## src/rtl/mem_port_arbiter_pkg.sv

```systemverilog
// Shared types and constants for the I/D memory port arbiter.
package mem_port_arbiter_pkg;

   localparam int unsigned DEF_DATA_WIDTH = 32;
   localparam int unsigned DEF_ADDR_WIDTH = 10;

   // Bit positions of the two requesters in the request/grant vectors.
   localparam int unsigned REQ_I = 0;
   localparam int unsigned REQ_D = 1;

   typedef enum logic [1:0] {
      ST_IDLE  = 2'd0,
      ST_ISSUE = 2'd1,
      ST_HOLD  = 2'd2,
      ST_RESP  = 2'd3
   } state_e;

   typedef enum logic {
      GRANT_I = 1'b0,
      GRANT_D = 1'b1
   } grant_e;

   // Converts a one-hot grant vector into the requester id it selects.
   function automatic grant_e grant_to_id(input logic [1:0] grant);
      return grant[REQ_D] ? GRANT_D : GRANT_I;
   endfunction

endpackage

```

## src/rtl/mem_port_arbiter_if.sv

```systemverilog
// Bundle of the fetch port, load/store port and RAM-side signals of the arbiter.
interface mem_port_arbiter_if
   import mem_port_arbiter_pkg::*;
#(
   parameter int unsigned DATA_WIDTH = DEF_DATA_WIDTH,
   parameter int unsigned ADDR_WIDTH = DEF_ADDR_WIDTH
);

   // Instruction-fetch requester
   logic                  i_req;
   logic [ADDR_WIDTH-1:0] i_addr;
   logic                  i_ack;
   logic [DATA_WIDTH-1:0] i_rdata;

   // Load/store requester
   logic                  d_req;
   logic                  d_we;
   logic [ADDR_WIDTH-1:0] d_addr;
   logic [DATA_WIDTH-1:0] d_wdata;
   logic                  d_ack;
   logic [DATA_WIDTH-1:0] d_rdata;

   // RAM side
   logic                  ram_cs;
   logic                  ram_we;
   logic                  ram_oe;
   logic [ADDR_WIDTH-1:0] ram_addr;
   logic [DATA_WIDTH-1:0] ram_wdata;
   logic [DATA_WIDTH-1:0] ram_rdata;

   // Status
   logic                  busy;

   // Arbiter view
   modport slave (
      input  i_req, i_addr,
      output i_ack, i_rdata,
      input  d_req, d_we, d_addr, d_wdata,
      output d_ack, d_rdata,
      output ram_cs, ram_we, ram_oe, ram_addr, ram_wdata,
      input  ram_rdata,
      output busy
   );

   // Requesters plus RAM view
   modport master (
      output i_req, i_addr,
      input  i_ack, i_rdata,
      output d_req, d_we, d_addr, d_wdata,
      input  d_ack, d_rdata,
      input  ram_cs, ram_we, ram_oe, ram_addr, ram_wdata,
      output ram_rdata,
      input  busy
   );

endinterface

```

## src/rtl/mem_port_arbiter_rr_arb2.sv

```systemverilog
// Two-way round-robin picker: request vector plus last served port in, one-hot grant out.
module rr_arb2
   import mem_port_arbiter_pkg::*;
(
   input  logic [1:0] req,
   input  grant_e     last_grant,
   output logic [1:0] grant
);

   // A lone requester wins; on a tie the port that was not served last wins.
   always_comb begin
      grant = '0;
      case (req)
         2'b01:   grant[REQ_I] = 1'b1;
         2'b10:   grant[REQ_D] = 1'b1;
         2'b11: begin
            if (last_grant == GRANT_I) begin
               grant[REQ_D] = 1'b1;
            end else begin
               grant[REQ_I] = 1'b1;
            end
         end
         default: grant = '0;
      endcase
   end

endmodule

```

## src/rtl/mem_port_arbiter.sv

```systemverilog
// Shares one single-port synchronous RAM between instruction fetch (I) and
// load/store (D). Per transaction it sequences cs/we/oe/address, returns a
// one-cycle ack to the winner and arbitrates round-robin between the ports.
module mem_port_arbiter
   import mem_port_arbiter_pkg::*;
#(
   parameter int unsigned DATA_WIDTH = DEF_DATA_WIDTH,
   parameter int unsigned ADDR_WIDTH = DEF_ADDR_WIDTH
) (
   input logic               clk,
   input logic               rst,
   mem_port_arbiter_if.slave bus
);

   // Sequencer and arbitration state
   state_e                state_q, state_d;
   grant_e                last_grant_q, last_grant_d;

   // Transaction captured in IDLE; requester inputs are ignored afterwards
   grant_e                cur_id_q, cur_id_d;
   logic [ADDR_WIDTH-1:0] cur_addr_q, cur_addr_d;
   logic                  cur_we_q, cur_we_d;
   logic [DATA_WIDTH-1:0] cur_wdata_q, cur_wdata_d;

   // Registered outputs
   logic                  i_ack_q, i_ack_d;
   logic                  d_ack_q, d_ack_d;
   logic [DATA_WIDTH-1:0] i_rdata_q, i_rdata_d;
   logic [DATA_WIDTH-1:0] d_rdata_q, d_rdata_d;
   logic                  ram_cs_q, ram_cs_d;
   logic                  ram_we_q, ram_we_d;
   logic                  ram_oe_q, ram_oe_d;
   logic [ADDR_WIDTH-1:0] ram_addr_q, ram_addr_d;
   logic [DATA_WIDTH-1:0] ram_wdata_q, ram_wdata_d;
   logic                  busy_q, busy_d;

   logic [1:0]            req_vec;
   logic [1:0]            grant;
   grant_e                win_id;
   logic                  win_we;

   assign req_vec[REQ_I] = bus.i_req;
   assign req_vec[REQ_D] = bus.d_req;

   rr_arb2 u_rr_arb2 (
      .req        (req_vec),
      .last_grant (last_grant_q),
      .grant      (grant)
   );

   assign win_id = grant_to_id(grant);
   assign win_we = (win_id == GRANT_D) && bus.d_we;

   // Next-state and next-output logic; outputs are computed for the state being entered.
   always_comb begin
      state_d      = state_q;
      last_grant_d = last_grant_q;
      cur_id_d     = cur_id_q;
      cur_addr_d   = cur_addr_q;
      cur_we_d     = cur_we_q;
      cur_wdata_d  = cur_wdata_q;
      i_rdata_d    = i_rdata_q;
      d_rdata_d    = d_rdata_q;
      i_ack_d      = 1'b0;
      d_ack_d      = 1'b0;
      ram_cs_d     = 1'b0;
      ram_we_d     = 1'b0;
      ram_oe_d     = 1'b0;
      ram_addr_d   = '0;
      ram_wdata_d  = '0;

      case (state_q)
         ST_IDLE: begin
            if (grant != 2'b00) begin
               cur_id_d     = win_id;
               cur_we_d     = win_we;
               cur_addr_d   = (win_id == GRANT_D) ? bus.d_addr : bus.i_addr;
               cur_wdata_d  = (win_id == GRANT_D) ? bus.d_wdata : '0;
               last_grant_d = win_id;
               state_d      = ST_ISSUE;
               // Drive the RAM for ISSUE straight from the sampled request.
               ram_cs_d     = 1'b1;
               ram_we_d     = win_we;
               ram_oe_d     = !win_we;
               ram_addr_d   = cur_addr_d;
               ram_wdata_d  = win_we ? bus.d_wdata : '0;
            end
         end

         ST_ISSUE: begin
            if (cur_we_q) begin
               // Write completed at the end of ISSUE: acknowledge next.
               state_d = ST_RESP;
               i_ack_d = (cur_id_q == GRANT_I);
               d_ack_d = (cur_id_q == GRANT_D);
            end else begin
               // Read: keep the RAM selected while its registered output settles.
               state_d    = ST_HOLD;
               ram_cs_d   = 1'b1;
               ram_oe_d   = 1'b1;
               ram_addr_d = cur_addr_q;
            end
         end

         ST_HOLD: begin
            state_d = ST_RESP;
            if (cur_id_q == GRANT_I) begin
               i_rdata_d = bus.ram_rdata;
            end else begin
               d_rdata_d = bus.ram_rdata;
            end
            i_ack_d = (cur_id_q == GRANT_I);
            d_ack_d = (cur_id_q == GRANT_D);
         end

         ST_RESP: begin
            state_d = ST_IDLE;
         end

         default: begin
            state_d = ST_IDLE;
         end
      endcase

      busy_d = (state_d != ST_IDLE);
   end

   // State and output registers; async reset abandons any transaction without an ack.
   always_ff @(posedge clk or posedge rst) begin
      if (rst) begin
         state_q      <= ST_IDLE;
         last_grant_q <= GRANT_D;
         cur_id_q     <= GRANT_I;
         cur_addr_q   <= '0;
         cur_we_q     <= 1'b0;
         cur_wdata_q  <= '0;
         i_ack_q      <= 1'b0;
         d_ack_q      <= 1'b0;
         i_rdata_q    <= '0;
         d_rdata_q    <= '0;
         ram_cs_q     <= 1'b0;
         ram_we_q     <= 1'b0;
         ram_oe_q     <= 1'b0;
         ram_addr_q   <= '0;
         ram_wdata_q  <= '0;
         busy_q       <= 1'b0;
      end else begin
         state_q      <= state_d;
         last_grant_q <= last_grant_d;
         cur_id_q     <= cur_id_d;
         cur_addr_q   <= cur_addr_d;
         cur_we_q     <= cur_we_d;
         cur_wdata_q  <= cur_wdata_d;
         i_ack_q      <= i_ack_d;
         d_ack_q      <= d_ack_d;
         i_rdata_q    <= i_rdata_d;
         d_rdata_q    <= d_rdata_d;
         ram_cs_q     <= ram_cs_d;
         ram_we_q     <= ram_we_d;
         ram_oe_q     <= ram_oe_d;
         ram_addr_q   <= ram_addr_d;
         ram_wdata_q  <= ram_wdata_d;
         busy_q       <= busy_d;
      end
   end

   assign bus.i_ack     = i_ack_q;
   assign bus.i_rdata   = i_rdata_q;
   assign bus.d_ack     = d_ack_q;
   assign bus.d_rdata   = d_rdata_q;
   assign bus.ram_cs    = ram_cs_q;
   assign bus.ram_we    = ram_we_q;
   assign bus.ram_oe    = ram_oe_q;
   assign bus.ram_addr  = ram_addr_q;
   assign bus.ram_wdata = ram_wdata_q;
   assign bus.busy      = busy_q;

endmodule

```

## src/flat_wrapper.sv

```systemverilog
// flat-port wrapper written by rule: the top's interface ports become plain ports
module mem_port_arbiter_flat import mem_port_arbiter_pkg::*;
#(
   parameter int unsigned DATA_WIDTH = DEF_DATA_WIDTH,
   parameter int unsigned ADDR_WIDTH = DEF_ADDR_WIDTH
)
  (clk, rst, bus_i_req, bus_i_addr, bus_i_ack, bus_i_rdata, bus_d_req, bus_d_we, bus_d_addr, bus_d_wdata, bus_d_ack, bus_d_rdata, bus_ram_cs, bus_ram_we, bus_ram_oe, bus_ram_addr, bus_ram_wdata, bus_ram_rdata, bus_busy);
  mem_port_arbiter_if #(.DATA_WIDTH(DATA_WIDTH), .ADDR_WIDTH(ADDR_WIDTH)) bus_i ();
  input logic clk;
  input logic rst;
  input wire logic [$bits(bus_i.i_req)-1:0] bus_i_req;
  input wire logic [$bits(bus_i.i_addr)-1:0] bus_i_addr;
  output wire logic [$bits(bus_i.i_ack)-1:0] bus_i_ack;
  output wire logic [$bits(bus_i.i_rdata)-1:0] bus_i_rdata;
  input wire logic [$bits(bus_i.d_req)-1:0] bus_d_req;
  input wire logic [$bits(bus_i.d_we)-1:0] bus_d_we;
  input wire logic [$bits(bus_i.d_addr)-1:0] bus_d_addr;
  input wire logic [$bits(bus_i.d_wdata)-1:0] bus_d_wdata;
  output wire logic [$bits(bus_i.d_ack)-1:0] bus_d_ack;
  output wire logic [$bits(bus_i.d_rdata)-1:0] bus_d_rdata;
  output wire logic [$bits(bus_i.ram_cs)-1:0] bus_ram_cs;
  output wire logic [$bits(bus_i.ram_we)-1:0] bus_ram_we;
  output wire logic [$bits(bus_i.ram_oe)-1:0] bus_ram_oe;
  output wire logic [$bits(bus_i.ram_addr)-1:0] bus_ram_addr;
  output wire logic [$bits(bus_i.ram_wdata)-1:0] bus_ram_wdata;
  input wire logic [$bits(bus_i.ram_rdata)-1:0] bus_ram_rdata;
  output wire logic [$bits(bus_i.busy)-1:0] bus_busy;
  assign bus_i.i_req = bus_i_req;
  assign bus_i.i_addr = bus_i_addr;
  assign bus_i_ack = bus_i.i_ack;
  assign bus_i_rdata = bus_i.i_rdata;
  assign bus_i.d_req = bus_d_req;
  assign bus_i.d_we = bus_d_we;
  assign bus_i.d_addr = bus_d_addr;
  assign bus_i.d_wdata = bus_d_wdata;
  assign bus_d_ack = bus_i.d_ack;
  assign bus_d_rdata = bus_i.d_rdata;
  assign bus_ram_cs = bus_i.ram_cs;
  assign bus_ram_we = bus_i.ram_we;
  assign bus_ram_oe = bus_i.ram_oe;
  assign bus_ram_addr = bus_i.ram_addr;
  assign bus_ram_wdata = bus_i.ram_wdata;
  assign bus_i.ram_rdata = bus_ram_rdata;
  assign bus_busy = bus_i.busy;
  mem_port_arbiter #(.DATA_WIDTH(DATA_WIDTH), .ADDR_WIDTH(ADDR_WIDTH)) u_core (.clk(clk), .rst(rst), .bus(bus_i));
endmodule
```

## config.mk

```make
export PLATFORM = sky130hd
export DESIGN_NAME = mem_port_arbiter_flat
export DESIGN_NICKNAME = d
export VERILOG_FILES = /design/src/rtl/mem_port_arbiter_pkg.sv /design/src/rtl/mem_port_arbiter_if.sv /design/src/rtl/mem_port_arbiter_rr_arb2.sv /design/src/rtl/mem_port_arbiter.sv /design/src/flat_wrapper.sv
export SDC_FILE = /design/constraint.sdc
export NUM_CORES = 1
export LEC_CHECK = 0
export CORE_ASPECT_RATIO = 0.7
export CORE_MARGIN = 2
export CORE_UTILIZATION = 35
export CTS_CLUSTER_SIZE = 28
export DETAILED_ROUTE_END_ITERATION = 6
export HOLD_SLACK_MARGIN = 0.06
export PLACE_DENSITY_LB_ADDON = 0.05
export SYNTH_ARGS = -nofsm -noshare
export SYNTH_HDL_FRONTEND = slang
export SYNTH_SLANG_ARGS = --single-unit
```

## constraint.sdc

```tcl
create_clock -name clk -period 4.3 [get_ports clk]
set_input_delay 1.075 -clock clk [delete_from_list [all_inputs] [get_ports clk]]
set_output_delay 1.075 -clock clk [all_outputs]
set_load 0.005 [all_outputs]
```

==> impl_summary.txt, run 1 <==
----------------------------------------------------
[Timing]
  RSZ-0062 raised after global routing ... no
  Number of failing setup endpoints in the final timing report ... 0
  Transition time at the pin with the least slew margin ... 0.941 ns
  Maximum clock frequency ... approximately 400 MHz
  Sum Neg Setup Slack ... 0 ns
  Tmin final ... 2.53 ns
  Headroom to the max-slew limit ... a little under two fifths
  Share of the cycle needed by the critical path after routing ... between 50% and 60%
  Number of max-slew violations in the final report ... 0
  Final clock skew ... 0.00955 ns
  Number of endpoints with negative hold slack in the final report ... 0

[Die]
  Row count ... 35
  Die extent in y ... 101 um
  Horiz. Die Dim ... 142 um
  Starting density of the core ... 35.7%
  Core region area ... 0.0131 sq mm
  Number of placed I/O pins ... between 200 and 250
  Die area ... 0.0144 sq mm

[Place]
  Routability Congestion ... 0.686
  Placed cells ... about 670
  Number of port buffers ... 200
  Estimated wirelength of the detail-placed design ... 7650 um

[Cells and area]
  Diode insertion count for antenna repair ... 0
  Number of standard cells in the layout, taps in and fillers out ... 702
  Relative area change from synthesis to final layout ... 58.2%
  Layout cell share with drive strength beyond 1 ... 19.2%
  Highest-count cells in the layout ignoring fill and taps ... 200 x clkdlybuf4s50_1, 126 x dfrtp_1, 62 x mux2_2, 32 x and2_1, 23 x nand2_1
  Most frequent standard cell in the layout excluding fill and tap cells ... clkdlybuf4s50_1
  Net count of the finished layout ... 616
  Final-layout fill cell count ... between 1,000 and 1,500

[Routing]
  Iteration count of the initial detailed-routing pass ... 4
  Number of DRC violations after detailed-routing iteration 0 ... 83
  Wirelength, routed ... about 11,000 um
  Per-cell via count in the routed design ... ~4.5
  Number of antenna-violating nets in the routed design ... 0
  DRC violation count after routing ... 0
  WL per Instance ... 15.5 um
  Vias after detailed routing ... 3,140

[Clock network]
  TritonCTS clock tree ... built
  CTS Hold Bufs ... 0
  Clock sink count ... roughly 130
  Clock transition at path regs ... 0.05 ns
  H-tree depth reported by CTS ... 4
  Number of buffers inserted to repair setup after CTS ... 0
  Clock tree root buffer cell ... clkbuf_16
  TritonCTS Buffers ... 17
  Skew-Pair Late Insertion Delay ... 0.41 ns
  Number of buffers between clock root and the deepest sink ... 2
  Number of resized instances in the post-cts repair step ... 0

[Synth]
  Sequential cell area fraction in the yosys report ... slightly below 70%
  Cell taking the most area after synthesis ... dfrtp_1
  Net count after synthesis ... between 400 and 500
  Number of warnings reported in the yosys synthesis log ... 0
  Avg Synthesized Cell Area ... roughly 15 sq um
  Post-synthesis cell area ... around 0.0047 sq mm
  Yosys top cell area share ... 67.2%
  Unique cell type count in the Yosys netlist ... 28
  Top cells by area in the synthesized netlist ... dfrtp_1 67%, mux2_2 15%, and2_1 4.3%
  Syn Inst Count ... 317
  Synth Register Bits ... around 130

[Pwr]
  Total power per unit cell area ... 691 mW/mm^2
  Leak ... 3.26 nW
  Maximum vdd ir drop ... 0.000314 V

[Global route]
  Global-route wire length before repair ... 17,100 um
  Gr ovfl total ... 0
  GRT Total Usage ... about 16%
  Global Route met2 Usage ... between 20% and 30%
  Maximum number of pins on one net before global-route repair ... 69
  Layer with the highest usage after global routing ... met2
  Met3 track demand over resource in global routing ... under 10%
  Initial antenna violation count ... 0
  Number of global-route vias before repair ... around 3,300
  Met1 layer usage reported by global route ... 20.1%

[Worst setup path]
  Launching element type of the critical path ... input pin
  Data required time of the worst path ... 4.63 ns
  Signal arrival time at the worst endpoint ... between 2 and 3 ns
  Startpoint-to-endpoint class of the critical path ... input pin to register
  Category of the worst setup path capture point ... register
  Largest fanout on the critical path ... 34

[Run status]
  Outcome ... completed

[Flow run]
  Max Cap Violations ... 0

[Worst hold path]
  Min-Delay Path Class ... register to register

----------------------------------------------------
-- worst max-delay path: stages --
cell and delay [ns]:
clkdlybuf4s50_1 0.55, a21boi_2 0.22, and3_1 0.77, and2_1 0.24
-- logic make-up after synthesis --
kind of cell | after synthesis | synth area share [%]
flip-flops | 127 | 67.8
multiplexers | 74 | 17.5
AO/OA/AOI/OAI | 30 | 3.76
buffers and inverters | 19 | 2.93
AND/OR/NAND/NOR | 64 | 7.25
adder cells (fa/ha/maj) | 3 | 0.800
-- sequential cells by signal, summed over array words and instances, names as in the netlist --
signal	cells
u_core.bus.ram_wdata	32
u_core.bus.d_rdata	32
u_core.bus.busy	1
u_core.cur_we_q	1
u_core.bus.d_ack	1
u_core.bus.ram_we	1
u_core.last_grant_q	1
u_core.state_q	2
u_core.bus.ram_oe	1
u_core.bus.ram_cs	1
u_core.cur_id_q	1
u_core.bus.i_rdata	32
u_core.bus.i_ack	1
u_core.bus.ram_addr	10
u_core.cur_addr_q	10
-- synthesized netlist by cell type --
| library cell | n |
|---|---|
| clkbuf_2 | 1 |
| ha_1 | 3 |
| a21o_1 | 2 |
| mux2_2 | 62 |
| or2_2 | 1 |
| inv_1 | 3 |
| dfrtp_1 | 126 |
| buf_2 | 4 |
| a21boi_2 | 1 |
| nand2_1 | 23 |
| a22o_1 | 1 |
| o21ai_1 | 1 |
| buf_6 | 8 |
| a31oi_1 | 1 |
| o32a_1 | 1 |
| clkbuf_1 | 3 |
| a21bo_2 | 1 |
| nor2b_1 | 1 |
| a21oi_1 | 2 |
| nand2b_1 | 3 |
| and3_1 | 2 |
| mux2_1 | 2 |
| or2_1 | 1 |
| mux2i_1 | 10 |
| o21ai_0 | 20 |
| dfstp_2 | 1 |
| and2_1 | 32 |
| nor2_1 | 1 |
-- layout make-up --
cell class | count | area (sq um) | share of cell area (%)
Timing Repair Buffer | 204 | 2040 | 27.5
Multi-Input combinational cell | 171 | 1380 | 18.6
Inverter | 3 | 15.0 | 0.202
Sequential cell | 127 | 3180 | 42.8
Clock buffer | 18 | 429 | 5.78
Tap cell | 166 | 208 | 2.80
Clock inverter | 13 | 168 | 2.26
-- metrics by stage --
| stage | hold WS, ns | cell area (sq um) | setup WS, ns | utilization (%) | power, W |
|---|---|---|---|---|---|
| after floorplan | 0.447 | 4700 | 1.66 | - | 0.00269 |
| after global placement | 0.457 | 6830 | 1.38 | 52.0 | 0.00371 |
| after detailed placement | 0.468 | 6830 | 1.31 | 52.0 | 0.00376 |
| after global routing | 0.510 | 7420 | 1.58 | 56.5 | 0.00545 |
| after CTS | 0.481 | 7420 | 1.74 | 56.5 | 0.00522 |
| final | 0.478 | 7420 | 1.77 | 56.5 | 0.00513 |
-- power breakdown --
| part | internal (W) | leakage [nW] | switching (W) |
|---|---|---|---|
| Clock | 0.000910 | 0.286 | 0.000518 |
| Combinational | 0.00118 | 1.39 | 0.000638 |
| Sequential | 0.00167 | 1.58 | 0.000214 |
| Total | 0.00376 | 3.26 | 0.00137 |
-- per-layer routing --
metal  up-vias  wire, um
met5         -         0
met4         0       146
met3        13       950
met2       124      4910
met1      1512      4890
li1       1491         -
-- worst paths after layout --
check | end | slack (ns) | start | cells past startpoint
max in group asynchronous | u_core.last_grant_q | 2.34 | rst | 3
worst max register to register | u_core.bus.i_rdata[8] | 2.42 | u_core.state_q[0] | 4
worst min-delay path | u_core.bus.ram_addr[6] | 0.48 | u_core.cur_addr_q[6] | 2
worst max-delay path | u_core.bus.ram_wdata[27] | 1.77 | bus_d_req | 4
min in group asynchronous | u_core.bus.ram_wdata[15] | 1.09 | rst | 2
worst min register to register | u_core.bus.ram_addr[6] | 0.48 | u_core.cur_addr_q[6] | 2
Power figures use the tool's default switching activity.
==> run 2, diff against run 1 <==
clock period = 2.4 ns   (was 4.3 ns; I/O delays follow)
==> run 2 against run 1 <==
Compared with the run above:
- design area rose by 1.9%
- combinational power rose by 81%
- clock skew fell by 0.00058 ns
- non-clock buffer count rose by 5
- register-to-register slack got worse by 1.8 ns
- die area did not move
- first-iteration DRC count rose by 54%
- final cell count rose by 0.85%
- global-route usage fell by 0.054 points
- sequential share of layout area fell by 0.79 points
- hold slack got worse by 0.0012 ns
- clock power rose by 100%
- highest routed layer unchanged
==> impl_summary.txt, run 2 (synthesis results as in run 1) <==
----------------------------------------------------
[Run status]
  Outcome ... completed

[Timing]
  Share of the cycle needed by the critical path after routing ... between 70% and 80%
  Transition time at the pin with the least slew margin ... 1.00 ns (+0.0605 ns)
  Final clock skew ... 0.00897 ns (-0.000581 ns)
  Sum Neg Setup Slack ... 0 ns (unchanged)
  RSZ-0062 raised after global routing ... no
  Maximum clock frequency ... 531 MHz
  Final setup margin ... 0.518 ns (-1.25 ns)
  Number of endpoints with negative hold slack in the final report ... 0 (unchanged)
  Number of max-slew violations in the final report ... 0 (unchanged)
  Tmin final ... 1.88 ns
  Headroom to the max-slew limit ... 33.1% (-4.2 points)
  Number of failing setup endpoints in the final timing report ... 0 (unchanged)

[Place]
  Routability Congestion ... 0.698 (+1.7%)
  Estimated wirelength of the detail-placed design ... 7650 um (about the same)
  Cell area after placement ... 0.00689 sq mm (+0.92%)
  Number of port buffers ... 200 (unchanged)
  Pre-CTS worst setup slack ... 0.214 ns (-1.10 ns)

[Global route]
  Initial antenna violation count ... 0 (unchanged)
  GRT Total Usage ... 15.8% (-0.054 points)
  Gr ovfl total ... 0 (unchanged)
  Maximum number of pins on one net before global-route repair ... 53 (-23%)
  Number of global-route vias before repair ... 3,296 (-0.78%)
  Global-route wire length before repair ... 17,200 um (+0.60%)

[Worst setup path]
  Critical path's largest stage delay ... 0.54 ns (-0.23 ns)
  Data required time of the worst path ... 1.80 ns (-2.83 ns)
  Number of buffer and inverter instances along the worst setup path ... 1 (unchanged)
  Category of the worst setup path capture point ... output pin
  Max stage delay cell, worst path ... clkdlybuf4s50_1
  Launching element type of the critical path ... register
  Startpoint-to-endpoint class of the critical path ... register to output pin
  Largest fanout on the critical path ... 2 (-94%)
  Cell Chain, Critical Path ... clkdlybuf4s50_1
  Top Family by Delay on Critical Path ... buffers and inverters
  Signal arrival time at the worst endpoint ... 1.28 ns (-1.58 ns)

[Cells and area]
  Diode insertion count for antenna repair ... 0 (unchanged)
  Net count of the finished layout ... 621 (+0.81%)
  Relative area change from synthesis to final layout ... 61.2%
  Layout cell share with drive strength beyond 1 ... 20.3% (+1.1 points)
  Most frequent standard cell in the layout excluding fill and tap cells ... clkdlybuf4s50_1
  Final core occ ... 57.6% (+1.1 points)
  Cell area after layout ... 0.00756 sq mm (+1.9%)
  Highest-count cells in the layout ignoring fill and taps ... 200 x clkdlybuf4s50_1, 126 x dfrtp_1, 62 x mux2_2, 32 x and2_1, 23 x nand2_1

[Pwr]
  Combinational cell fraction of total power ... 34.6% (-0.9 points)
  Maximum vdd ir drop ... 0.000730 V (+130%)
  Proportion of total power due to net switching ... 25.9% (-0.77 points)
  Final Total Pwr ... 0.00956 W (+86%)
  Leak ... 3.33 nW (+2.1%)
  Clk network pwr share ... 30.1% (+2.3 points)
  Design internal power ... 0.00708 W (+88%)
  Total power per unit cell area ... 1260 mW/mm^2 (+83%)
  Net switching power of the design ... 0.00248 W (+81%)
  Sequential share of power ... 35.4% (-1.3 points)

[Clock network]
  TritonCTS Buffers ... 17 (unchanged)
  Clock transition at path regs ... 0.06 ns (about the same)
  H-tree depth reported by CTS ... 4 (unchanged)
  Clock sink count ... 127 (unchanged)
  Number of buffers between clock root and the deepest sink ... 2 (unchanged)
  Number of buffers inserted to repair setup after CTS ... 0 (unchanged)
  CTS Hold Bufs ... 0 (unchanged)
  TritonCTS clock tree ... built
  Skew-Pair Late Insertion Delay ... 0.41 ns (about the same)
  Number of resized instances in the post-cts repair step ... 0 (unchanged)
  Clock tree root buffer cell ... clkbuf_16

[Routing]
  Vias after detailed routing ... 3,215 (+2.4%)
  Per-cell via count in the routed design ... 4.54 (+1.5%)
  WL per Instance ... 15.6 um (+0.24%)
  Iteration count of the initial detailed-routing pass ... 5 (+1)
  Wirelength, routed ... 11,000 um (+1.1%)
  Number of DRC violations after detailed-routing iteration 0 ... 128 (+54%)
  Number of antenna-violating nets in the routed design ... 0 (unchanged)
  DRC violation count after routing ... 0 (unchanged)

[Worst hold path]
  Min-Delay Path Class ... register to register

[Die]
  Die extent in y ... 101 um (unchanged)
  Starting density of the core ... 35.7% (unchanged)
  Horiz. Die Dim ... 142 um (unchanged)
  Die area ... 0.0144 sq mm (unchanged)
  Core region area ... 0.0131 sq mm (unchanged)
  Row count ... 35 (unchanged)
  Number of placed I/O pins ... 201 (unchanged)

[Flow run]
  Max Cap Violations ... 0 (unchanged)

----------------------------------------------------
## run 2: layer usage
metal / part of all wire, % / GRT usage [%]
met5: 0 / 0
met1: 46 / 20.8
met3: 8.4 / 6.89
met4: 1.1 / 5.71
met2: 45 / 23.3
## run 2: layout make-up
type	count	area [sq um]
fill	1064	5570
sequential	127	3180
timing repair buffer	209	2110
multi-input combinational	171	1380
clock buffer	20	467
clock inverter	12	208
tap	166	208
inverter	3	15.0
## run 2: final timing paths
check                                  startpoint                 endpoint  slack (ns)  depth (start not counted)
setup / recovery           u_core.bus.i_rdata[27]          bus_i_rdata[27]        0.52                          1
hold / removal               u_core.cur_addr_q[0]     u_core.cur_addr_q[0]        0.48                          2
setup reg to reg                u_core.state_q[0]    u_core.bus.i_rdata[2]        0.65                          5
hold reg to reg              u_core.cur_addr_q[0]     u_core.cur_addr_q[0]        0.48                          2
max in group asynchronous                     rst  u_core.bus.ram_wdata[7]        1.41                          3
min in group asynchronous                     rst   u_core.bus.d_rdata[17]        0.66                          3
## run 2: tightest hold or removal path: stages, from the launching register on
cell	delay, ns
dfrtp_1	0.34
nand2_1	0.04
o21ai_0	0.06
## run 2: power by group through the flow
stage | clock [W] | sequential (W) | combinational, W
6_report | 0.00288 | 0.00338 | 0.00330
5_1_grt | 0.00307 | 0.00349 | 0.00359
4_1_cts | 0.00295 | 0.00339 | 0.00337
3_5_place_dp | 0 | 0.00341 | 0.00336
3_3_place_gp | 0 | 0.00337 | 0.00331
2_1_floorplan | 0 | 0.00344 | 0.00138
## run 2: metrics by stage
stage / cells / hold slack, ns
finish: 708 / 0.477
global route: 708 / 0.511
CTS: 708 / 0.483
detailed placement: 676 / 0.467
global placement: 676 / 0.459
floorplan: 317 / 0.447
